### config.mk
export PLATFORM = sky130hd
export DESIGN_NAME = prefetch_fetch_unit
export DESIGN_NICKNAME = d
export VERILOG_FILES = /design/src/rtl/prefetch_fetch_unit.sv
export SDC_FILE = /design/constraint.sdc
export NUM_CORES = 1
export LEC_CHECK = 0
export BUFFER_PORTS_ARGS = -buffer_cell sky130_fd_sc_hd__buf_2
export CAP_MARGIN = 20
export CELL_PAD_IN_SITES_DETAIL_PLACEMENT = 1
export CELL_PAD_IN_SITES_GLOBAL_PLACEMENT = 1
export CORE_UTILIZATION = 45
export DETAILED_ROUTE_END_ITERATION = 8
export GPL_TIMING_DRIVEN = 0
export PLACE_DENSITY_LB_ADDON = 0.1
export REMOVE_ABC_BUFFERS = 1
export SYNTH_ARGS = -nofsm -noshare
export SYNTH_HDL_FRONTEND = slang
export SYNTH_SLANG_ARGS = --single-unit
export TNS_END_PERCENT = 100
### constraint.sdc
create_clock -name clk_i -period 6.8 [get_ports clk_i]
set_clock_uncertainty 0.1 [all_clocks]
set_input_delay 1.7 -clock clk_i [delete_from_list [all_inputs] [get_ports clk_i]]
set_output_delay 1.7 -clock clk_i [all_outputs]
set_load 0.005 [all_outputs]
### src/rtl/prefetch_fetch_unit.sv
// Instruction-fetch stage: issues word fetches over a req/gnt/rvalid memory
// port, buffers {pc, instr} pairs in a small prefetch FIFO and hands them to
// ID over valid/ready. Redirects flush the FIFO and drop in-flight responses.
module prefetch_fetch_unit #(
   parameter int unsigned           ADDR_WIDTH      = 11,
   parameter logic [ADDR_WIDTH-1:0] RESET_PC        = '0,
   parameter int unsigned           FIFO_DEPTH      = 4,
   parameter int unsigned           MAX_OUTSTANDING = 2
) (
   input  logic                  clk_i,
   input  logic                  reset_i,
   output logic                  imem_req_o,
   input  logic                  imem_gnt_i,
   output logic [ADDR_WIDTH-1:0] imem_addr_o,
   input  logic                  imem_rvalid_i,
   input  logic [31:0]           imem_rdata_i,
   input  logic                  redirect_i,
   input  logic [ADDR_WIDTH-1:0] redirect_pc_i,
   output logic                  id_valid_o,
   input  logic                  id_ready_i,
   output logic [31:0]           id_instr_o,
   output logic [ADDR_WIDTH-1:0] id_pc_o
);

   localparam int unsigned PTR_W = $clog2(FIFO_DEPTH);
   localparam int unsigned CNT_W = PTR_W + 1;
   localparam int unsigned OUT_W = $clog2(MAX_OUTSTANDING) + 1;

   localparam logic [ADDR_WIDTH-1:0] ALIGN_MASK = {{(ADDR_WIDTH-2){1'b1}}, 2'b00};
   localparam logic [ADDR_WIDTH-1:0] PC_STEP    = ADDR_WIDTH'(4);
   localparam logic [ADDR_WIDTH-1:0] RESET_PC_A = RESET_PC & ALIGN_MASK;
   localparam logic [CNT_W:0]        DEPTH_C    = (CNT_W+1)'(FIFO_DEPTH);
   localparam logic [OUT_W-1:0]      MAX_OUT_C  = OUT_W'(MAX_OUTSTANDING);
   localparam logic [31:0]           NOP_INSTR  = 32'h0000_0013;

   logic [ADDR_WIDTH-1:0] fpc_q, fpc_d;
   logic [ADDR_WIDTH-1:0] rpc_q, rpc_d;
   logic [OUT_W-1:0]      outstanding_q, outstanding_d;
   logic [OUT_W-1:0]      discard_q, discard_d;
   logic [CNT_W-1:0]      count_q, count_d;
   logic [PTR_W-1:0]      rd_ptr_q, rd_ptr_d;
   logic [PTR_W-1:0]      wr_ptr_q, wr_ptr_d;

   logic [ADDR_WIDTH-1:0] fifo_pc_q    [FIFO_DEPTH];
   logic [31:0]           fifo_instr_q [FIFO_DEPTH];

   logic [CNT_W:0] credit_used;
   logic           req;
   logic           id_valid;
   logic           gnt_fire;
   logic           rsp_fire;
   logic           push;
   logic           pop;

   // Handshake qualification and next-state for PCs, credits and FIFO pointers.
   always_comb begin
      // NOTE: every always_comb output gets a default first so no path leaves it unassigned (no latch).
      fpc_d         = fpc_q;
      rpc_d         = rpc_q;
      outstanding_d = outstanding_q;
      discard_d     = discard_q;
      count_d       = count_q;
      rd_ptr_d      = rd_ptr_q;
      wr_ptr_d      = wr_ptr_q;

      // Request only while every in-flight response is guaranteed a FIFO slot.
      credit_used = (CNT_W+1)'(count_q) + (CNT_W+1)'(outstanding_q);
      req         = reset_i && !redirect_i && (credit_used < DEPTH_C)
                    && (outstanding_q < MAX_OUT_C);
      id_valid    = (count_q != '0) && !redirect_i;

      gnt_fire = req && imem_gnt_i;
      rsp_fire = imem_rvalid_i && (outstanding_q != '0);
      pop      = id_valid && id_ready_i;
      push     = rsp_fire && (discard_q == '0) && !redirect_i;

      if (redirect_i) begin
         // Restart at the new target; everything still in flight is stale.
         fpc_d         = redirect_pc_i & ALIGN_MASK;
         rpc_d         = redirect_pc_i & ALIGN_MASK;
         outstanding_d = outstanding_q - OUT_W'(rsp_fire);
         discard_d     = outstanding_q - OUT_W'(rsp_fire);
         count_d       = '0;
         rd_ptr_d      = '0;
         wr_ptr_d      = '0;
      end else begin
         if (gnt_fire) begin
            fpc_d = fpc_q + PC_STEP;
         end
         outstanding_d = outstanding_q + OUT_W'(gnt_fire) - OUT_W'(rsp_fire);
         if (rsp_fire && (discard_q != '0)) begin
            discard_d = discard_q - OUT_W'(1);
         end
         if (push) begin
            rpc_d    = rpc_q + PC_STEP;
            wr_ptr_d = wr_ptr_q + PTR_W'(1);
         end
         if (pop) begin
            rd_ptr_d = rd_ptr_q + PTR_W'(1);
         end
         count_d = count_q + CNT_W'(push) - CNT_W'(pop);
      end
   end

   // Control state registers with asynchronous active-low reset.
   always_ff @(posedge clk_i or negedge reset_i) begin
      if (!reset_i) begin
         fpc_q         <= RESET_PC_A;
         rpc_q         <= RESET_PC_A;
         outstanding_q <= '0;
         discard_q     <= '0;
         count_q       <= '0;
         rd_ptr_q      <= '0;
         wr_ptr_q      <= '0;
      end else begin
         // NOTE: sequential state uses non-blocking assignments so all flops update from pre-edge values.
         fpc_q         <= fpc_d;
         rpc_q         <= rpc_d;
         outstanding_q <= outstanding_d;
         discard_q     <= discard_d;
         count_q       <= count_d;
         rd_ptr_q      <= rd_ptr_d;
         wr_ptr_q      <= wr_ptr_d;
      end
   end

   // Prefetch storage write port.
   // NOTE: the entry array is not reset; count_q gates every read, so stale contents are never visible.
   always_ff @(posedge clk_i) begin
      if (push) begin
         fifo_pc_q[wr_ptr_q]    <= rpc_q;
         fifo_instr_q[wr_ptr_q] <= imem_rdata_i;
      end
   end

   assign imem_req_o  = req;
   assign imem_addr_o = fpc_q;
   assign id_valid_o  = id_valid;
   assign id_instr_o  = id_valid ? fifo_instr_q[rd_ptr_q] : NOP_INSTR;
   assign id_pc_o     = id_valid ? fifo_pc_q[rd_ptr_q] : '0;

endmodule

=== Word level (Yosys, flattened, before mapping) ===
Memories as Yosys holds them, arrays and structs flattened.
Index checks and enable logic that the tools add are counted.

* Flip-flop bits (word level): 33
* Input bits: 49
* Memories kept: 2
* Memory bits (writable): 172
* Word-level logic and storage cells: 57
* Output and inout port bits: 56

{| class="wikitable"
|+ Memories
! name !! depth !! width !! rd ports !! clocked after Yosys merged registers in !! write ports !! line !! source
|-
| fifo_instr_q || 4 || 32 || 1 || 0 || 1 || 45 || <nowiki>logic [31:0] fifo_instr_q [FIFO_DEPTH];</nowiki>
|-
| fifo_pc_q || 4 || 11 || 1 || 0 || 1 || 44 || <nowiki>logic [ADDR_WIDTH-1:0] fifo_pc_q [FIFO_DEPTH];</nowiki>
|}

* $lt $le $gt $ge: 2
* Mux-type cells: 16
* Reduce and logical (&&, ||, !) cells: 19
* Add/subtract/negate cells: 11

{| class="wikitable"
|+ Operators by type and width
! cell !! number
|-
| 11-bit 2-to-1 mux || 5
|-
| 32-bit 2-to-1 mux || 1
|-
| 11-bit by 3-bit adder with 11-bit output (second input constant) || 2
|-
| 2-bit 2-to-1 mux || 7
|-
| 2-bit nonzero test || 6
|-
| 1-bit logical AND || 10
|-
| 2-bit by 1-bit adder with 2-bit output (second input constant) || 2
|-
| 3-bit by 2-bit adder with 4-bit output || 1
|-
| 4-bit by 3-bit less-than comparator with 1-bit output (second input constant) || 1
|-
| 2-bit by 1-bit subtractor with 2-bit output || 2
|-
| 3-bit by 1-bit adder with 3-bit output || 1
|-
| 3-bit 2-to-1 mux || 1
|-
| 3-bit nonzero test || 1
|-
| 3-bit by 1-bit subtractor with 3-bit output || 1
|-
| 2-bit by 1-bit adder with 2-bit output || 1
|-
| 2-bit zero test || 1
|-
| 2-bit less-than comparator (second input constant) || 1
|-
| 1-bit 2-to-1 mux || 2
|-
| 2-bit by 1-bit subtractor with 2-bit output (second input constant) || 1
|-
| 1-bit zero test || 1
|}

=== Depth between registers and ports, before layout ===
* Depth in word-level cells: 8
* Mapped depth: 12
* Mapped depth without buffers: 12

=== Worst setup path before layout ===
No wires, ideal clock.

* Kind: input to output
* Start: input port redirect_i
* End: output port id_instr_o[20]
* Arrival: 2.559 ns
* Setup slack: 2.441 ns
* Stages on the path: 5
* Required time: 5.000 ns
* Cells stage by stage: clkbuf_1 > nor2_1 > clkbuf_1 > clkbuf_1 > and2_1

* Word-level cells in the longest chain between the ends: 3

{| class="wikitable"
|+ RTL lines
! item !! line !! source
|-
| from (decl) || 17 || <nowiki>input logic redirect_i,</nowiki>
|-
| 1-bit zero test || 70 || <nowiki>id_valid = (count_q != '0) && !redirect_i;</nowiki>
|-
| 1-bit logical AND || 70 ||
|-
| 32-bit 2-to-1 mux || 139 || <nowiki>assign id_instr_o = id_valid ? fifo_instr_q[rd_ptr_q] : NOP_INSTR;</nowiki>
|-
| to (decl) || 21 || <nowiki>output logic [31:0] id_instr_o,</nowiki>
|}

Every way passes these cells.

=== Final worst setup path ===
* Start: input port redirect_i
* End: output port id_instr_o[14]

The elaborated chain is that of the path after synthesis.

==> tab_implementation.tex <==
\begin{tabular}{lr}
\hline
Metric & Value \\
\hline
\multicolumn{2}{l}{\textbf{GRT}} \\
Largest net degree at the start of global routing & 53 \\
Antenna violations before repair & 0 \\
Number of global-route vias before repair & 4648 \\
GRT Total Usage & 0.186 \\
Global-route wire length before repair & 25100 um \\
Total overflow reported by the global router & 0 \\
\multicolumn{2}{l}{\textbf{Critical path}} \\
Critical path startpoint category & input pin \\
WP data arrival & 3.01 ns \\
Worst R2R End & outstanding\_q[1]\$\_DFF\_PN0\_ \\
Startpoint of the most critical setup path & redirect\_i \\
Standard cell with the maximum stage delay on the critical path & sky130\_fd\_sc\_hd\_\_buf\_2 \\
Cell-by-cell listing of the critical path & buf\_2 -> nor2\_4 -> buf\_12 -> and2\_1 -> buf\_2 \\
Worst setup path endpoint & id\_instr\_o[14] \\
Critical path type & input pin to output port \\
Cell depth of the worst flop-to-flop path & 10 \\
Most numerous cell on the critical path & sky130\_fd\_sc\_hd\_\_buf\_2 \\
Kind of end point of the critical path & output port \\
Startpoint of the lowest-slack register-to-register path & outstanding\_q[1]\$\_DFF\_PN0\_ \\
Worst path max stage delay & 0.64 ns \\
Req. time, crit path & 5.00 ns \\
Maximum net fanout on the critical path & 52 \\
Reg-to-reg slack, setup & 3.94 ns \\
\multicolumn{2}{l}{\textbf{Drt}} \\
Vias per cell & 5.34 \\
Router iterations before antenna repair & 4 \\
Wire length reported by the detailed router & 15600 um \\
Average wire per cell in the routed design & 19.7 um \\
Number of design rule violations left after detail routing & 0 \\
Remaining antenna violation count after routing & 0 \\
First DRT Iteration DRCs & 265 \\
Total vias in the final route & 4230 \\
\multicolumn{2}{l}{\textbf{Power}} \\
Internal power & 0.00231 W \\
Power per cell area & 329 mW/mm\^{}2 \\
Static Leak & 3.40 nW \\
Clk pwr share & 0.342 \\
Switch share & 0.257 \\
Part of the power in registers & 0.463 \\
Worst ir drop on vdd & 0.197 mV \\
Switching component of the power & 0.000798 W \\
Overall power & 0.00310 W \\
Proportion of power drawn by combinational gates & 0.196 \\
\multicolumn{2}{l}{\textbf{Synth}} \\
\#FFs+latches synth & 193 \\
Sequential element share of the synthesized area & 0.708 \\
Cell Area, Synth & 0.00799 mm\^{}2 \\
Mapped Cells & 453 \\
Primary flip-flop cell chosen by synthesis mapping & sky130\_fd\_sc\_hd\_\_edfxtp\_1 \\
Number of different library cells in the post-synthesis netlist & 42 \\
Mean cell area of the mapped netlist & 17.6 um\^{}2 \\
Post-synth ARST share & 0.150 \\
EDFF count, synth & 164 \\
Count of synthesis-stage warnings from yosys & 0 \\
\multicolumn{2}{l}{\textbf{Die}} \\
Die Ht & 135 um \\
Number of primary I/O pins & 105 \\
Core region area & 0.0173 mm\^{}2 \\
Number of placement rows & 48 \\
Die area & 0.0183 mm\^{}2 \\
Initial core utilization & 0.462 \\
Die width & 135 um \\
\multicolumn{2}{l}{\textbf{Timing}} \\
Count of final setup violators & 0 \\
Unrepaired setup endpoints after global routing & no \\
Min Hold Slack & 0.436 ns \\
Period minus WS final & 4.81 ns \\
Final max-slew violation count & 0 \\
Tightest Pin Transition & 0.864 ns \\
Total count of hold-check failures in the final report & 0 \\
Period Utilization, post-route & 0.707 \\
Fmax & 208 MHz \\
Sum of negative setup slack & 0 ns \\
Max-Slew Margin vs Limit & 0.424 \\
\multicolumn{2}{l}{\textbf{Job}} \\
Count of maximum capacitance violations & 0 \\
\multicolumn{2}{l}{\textbf{Final layout}} \\
Share of post-route cells with drive strength above 1 & 0.332 \\
Area Growth Syn to Fin & 18.1\% \\
Most common cell after layout, fill and taps aside & sky130\_fd\_sc\_hd\_\_edfxtp\_1 \\
Commonest cells after routing, fill and taps aside & sky130\_fd\_sc\_hd\_\_edfxtp\_1, sky130\_fd\_sc\_hd\_\_buf\_2, sky130\_fd\_sc\_hd\_\_mux4\_2 \\
Fin nets & 617 \\
Final antenna diode count & 0 \\
Core Util, Final & 0.545 \\
\multicolumn{2}{l}{\textbf{Clock tree}} \\
Clock root cell & sky130\_fd\_sc\_hd\_\_clkbuf\_16 \\
Cts-stage hold buffer count & 0 \\
\# resized after CTS & 0 \\
TritonCTS Buffers & 17 \\
H-tree levels & 4 \\
Clock tree from TritonCTS & built \\
Worst-Skew Late Latency & 0.42 ns \\
TritonCTS sink count & 193 \\
Clock transition time at the flip-flop clock pins of the worst setup and hold paths & 0.07 ns \\
Number of buffers added for setup after CTS & 0 \\
Buffers from clock root to sink, at most & 2 \\
\multicolumn{2}{l}{\textbf{Worst hold path}} \\
Worst Hold Class & flip-flop to flip-flop \\
Origin of the worst min-delay path & rpc\_q[10]\$\_DFFE\_PN0N\_ \\
\multicolumn{2}{l}{\textbf{Place}} \\
Total of buffers placed on input and output ports & 98 \\
HPWL Detailed & 9530 um \\
Final Wtd Congestion & 0.739 \\
\multicolumn{2}{l}{\textbf{Outcome}} \\
Status & finished clean \\
\hline
\end{tabular}
[logic make-up after synthesis]
logic type	after synthesis	share of synthesized area
AND/OR/NAND/NOR	122	0.0874
adder cells (fa/ha/maj)	14	0.0229
XOR/XNOR	16	0.0175
AO/OA/AOI/OAI	23	0.0193
other	1	0.000470
buffers and inverters	39	0.0240
multiplexers	45	0.121
flip-flops	193	0.708
[how the worst min path moves through the flow]
stage                                             to  slack [ns]  cells past startpoint
after floorplan           fifo_pc_q[0][10]$_DFFE_PP_        0.40                      0
after global placement    fifo_pc_q[1][10]$_DFFE_PP_        0.42                      0
after detailed placement  fifo_pc_q[3][10]$_DFFE_PP_        0.45                      0
after CTS                 fifo_pc_q[3][10]$_DFFE_PP_        0.44                      0
after global routing      fifo_pc_q[3][10]$_DFFE_PP_        0.46                      0
final                     fifo_pc_q[3][10]$_DFFE_PP_        0.44                      0
[state kept, by name, summed over array words and instances, names as in the netlist]
signal         count
count_q            3
discard_q          2
fifo_instr_q     128
fifo_pc_q         36
imem_addr_o        9
outstanding_q      2
rd_ptr_q           2
rpc_q              9
wr_ptr_q           2
[metal layers]
metal	wire length (um)	GRT usage
met1	6860	0.240
met2	8010	0.317
met3	519	0.0322
met4	211	0.0655
met5	0	0
[worst max-delay path, delay by kind of cell]
kind                   cells  cell delay (ns)
buffers and inverters      3             0.98
and+or+nand+nor            2             0.28
[Yosys cell counts (all sizes together), types with 2 or more instances]
cell      n  area (um^2)
a21o      2         15.0
xnor2    11         96.3
mux4     41          923
nand3    14         70.1
nor2     11         41.3
xor2      5         43.8
edfxtp  164         4920
and3      2         12.5
nand2    16         60.1
nand4     8         50.1
dfrtp    29          726
clkbuf   15         56.3
nand3b    6         45.0
or3       8         50.1
inv      13         53.8
buf      11         81.3
and2     43          269
a21oi     3         15.0
ha       13          163
mux2i     3         30.0
nor4b     2         23.8
nor3      7         35.0
o21ai    12         60.1
[final cells by class]
| cell class | count | area (um^2) |
|---|---|---|
| Clock buffer | 18 | 429 |
| Clock inverter | 14 | 203 |
| Fill cell | 1644 | 7870 |
| Inverter | 13 | 53.8 |
| Multi-Input combinational cell | 224 | 2170 |
| Sequential cell | 193 | 5660 |
| Tap cell | 225 | 282 |
| Timing Repair Buffer | 105 | 638 |
[power groups by stage]
stage          combinational [W]  sequential (W)  clock, W
2_1_floorplan           0.000358         0.00148         0
3_3_place_gp            0.000528         0.00152         0
3_5_place_dp            0.000622         0.00146         0
4_1_cts                 0.000629         0.00144   0.00108
5_1_grt                 0.000683         0.00145   0.00112
6_report                0.000608         0.00144   0.00106
[stage by stage]
| step | cell area, um^2 | setup slack (ns) | std cells |
|---|---|---|---|
| global placement | 8630 | 0.170 | 753 |
| finish | 9430 | 1.99 | 792 |
| detailed placement | 8800 | 1.95 | 760 |
| global route | 9430 | 1.82 | 792 |
| CTS | 9430 | 1.94 | 792 |
| floorplan | 7860 | 2.25 | 430 |
(Power assumes the default switching activity.)
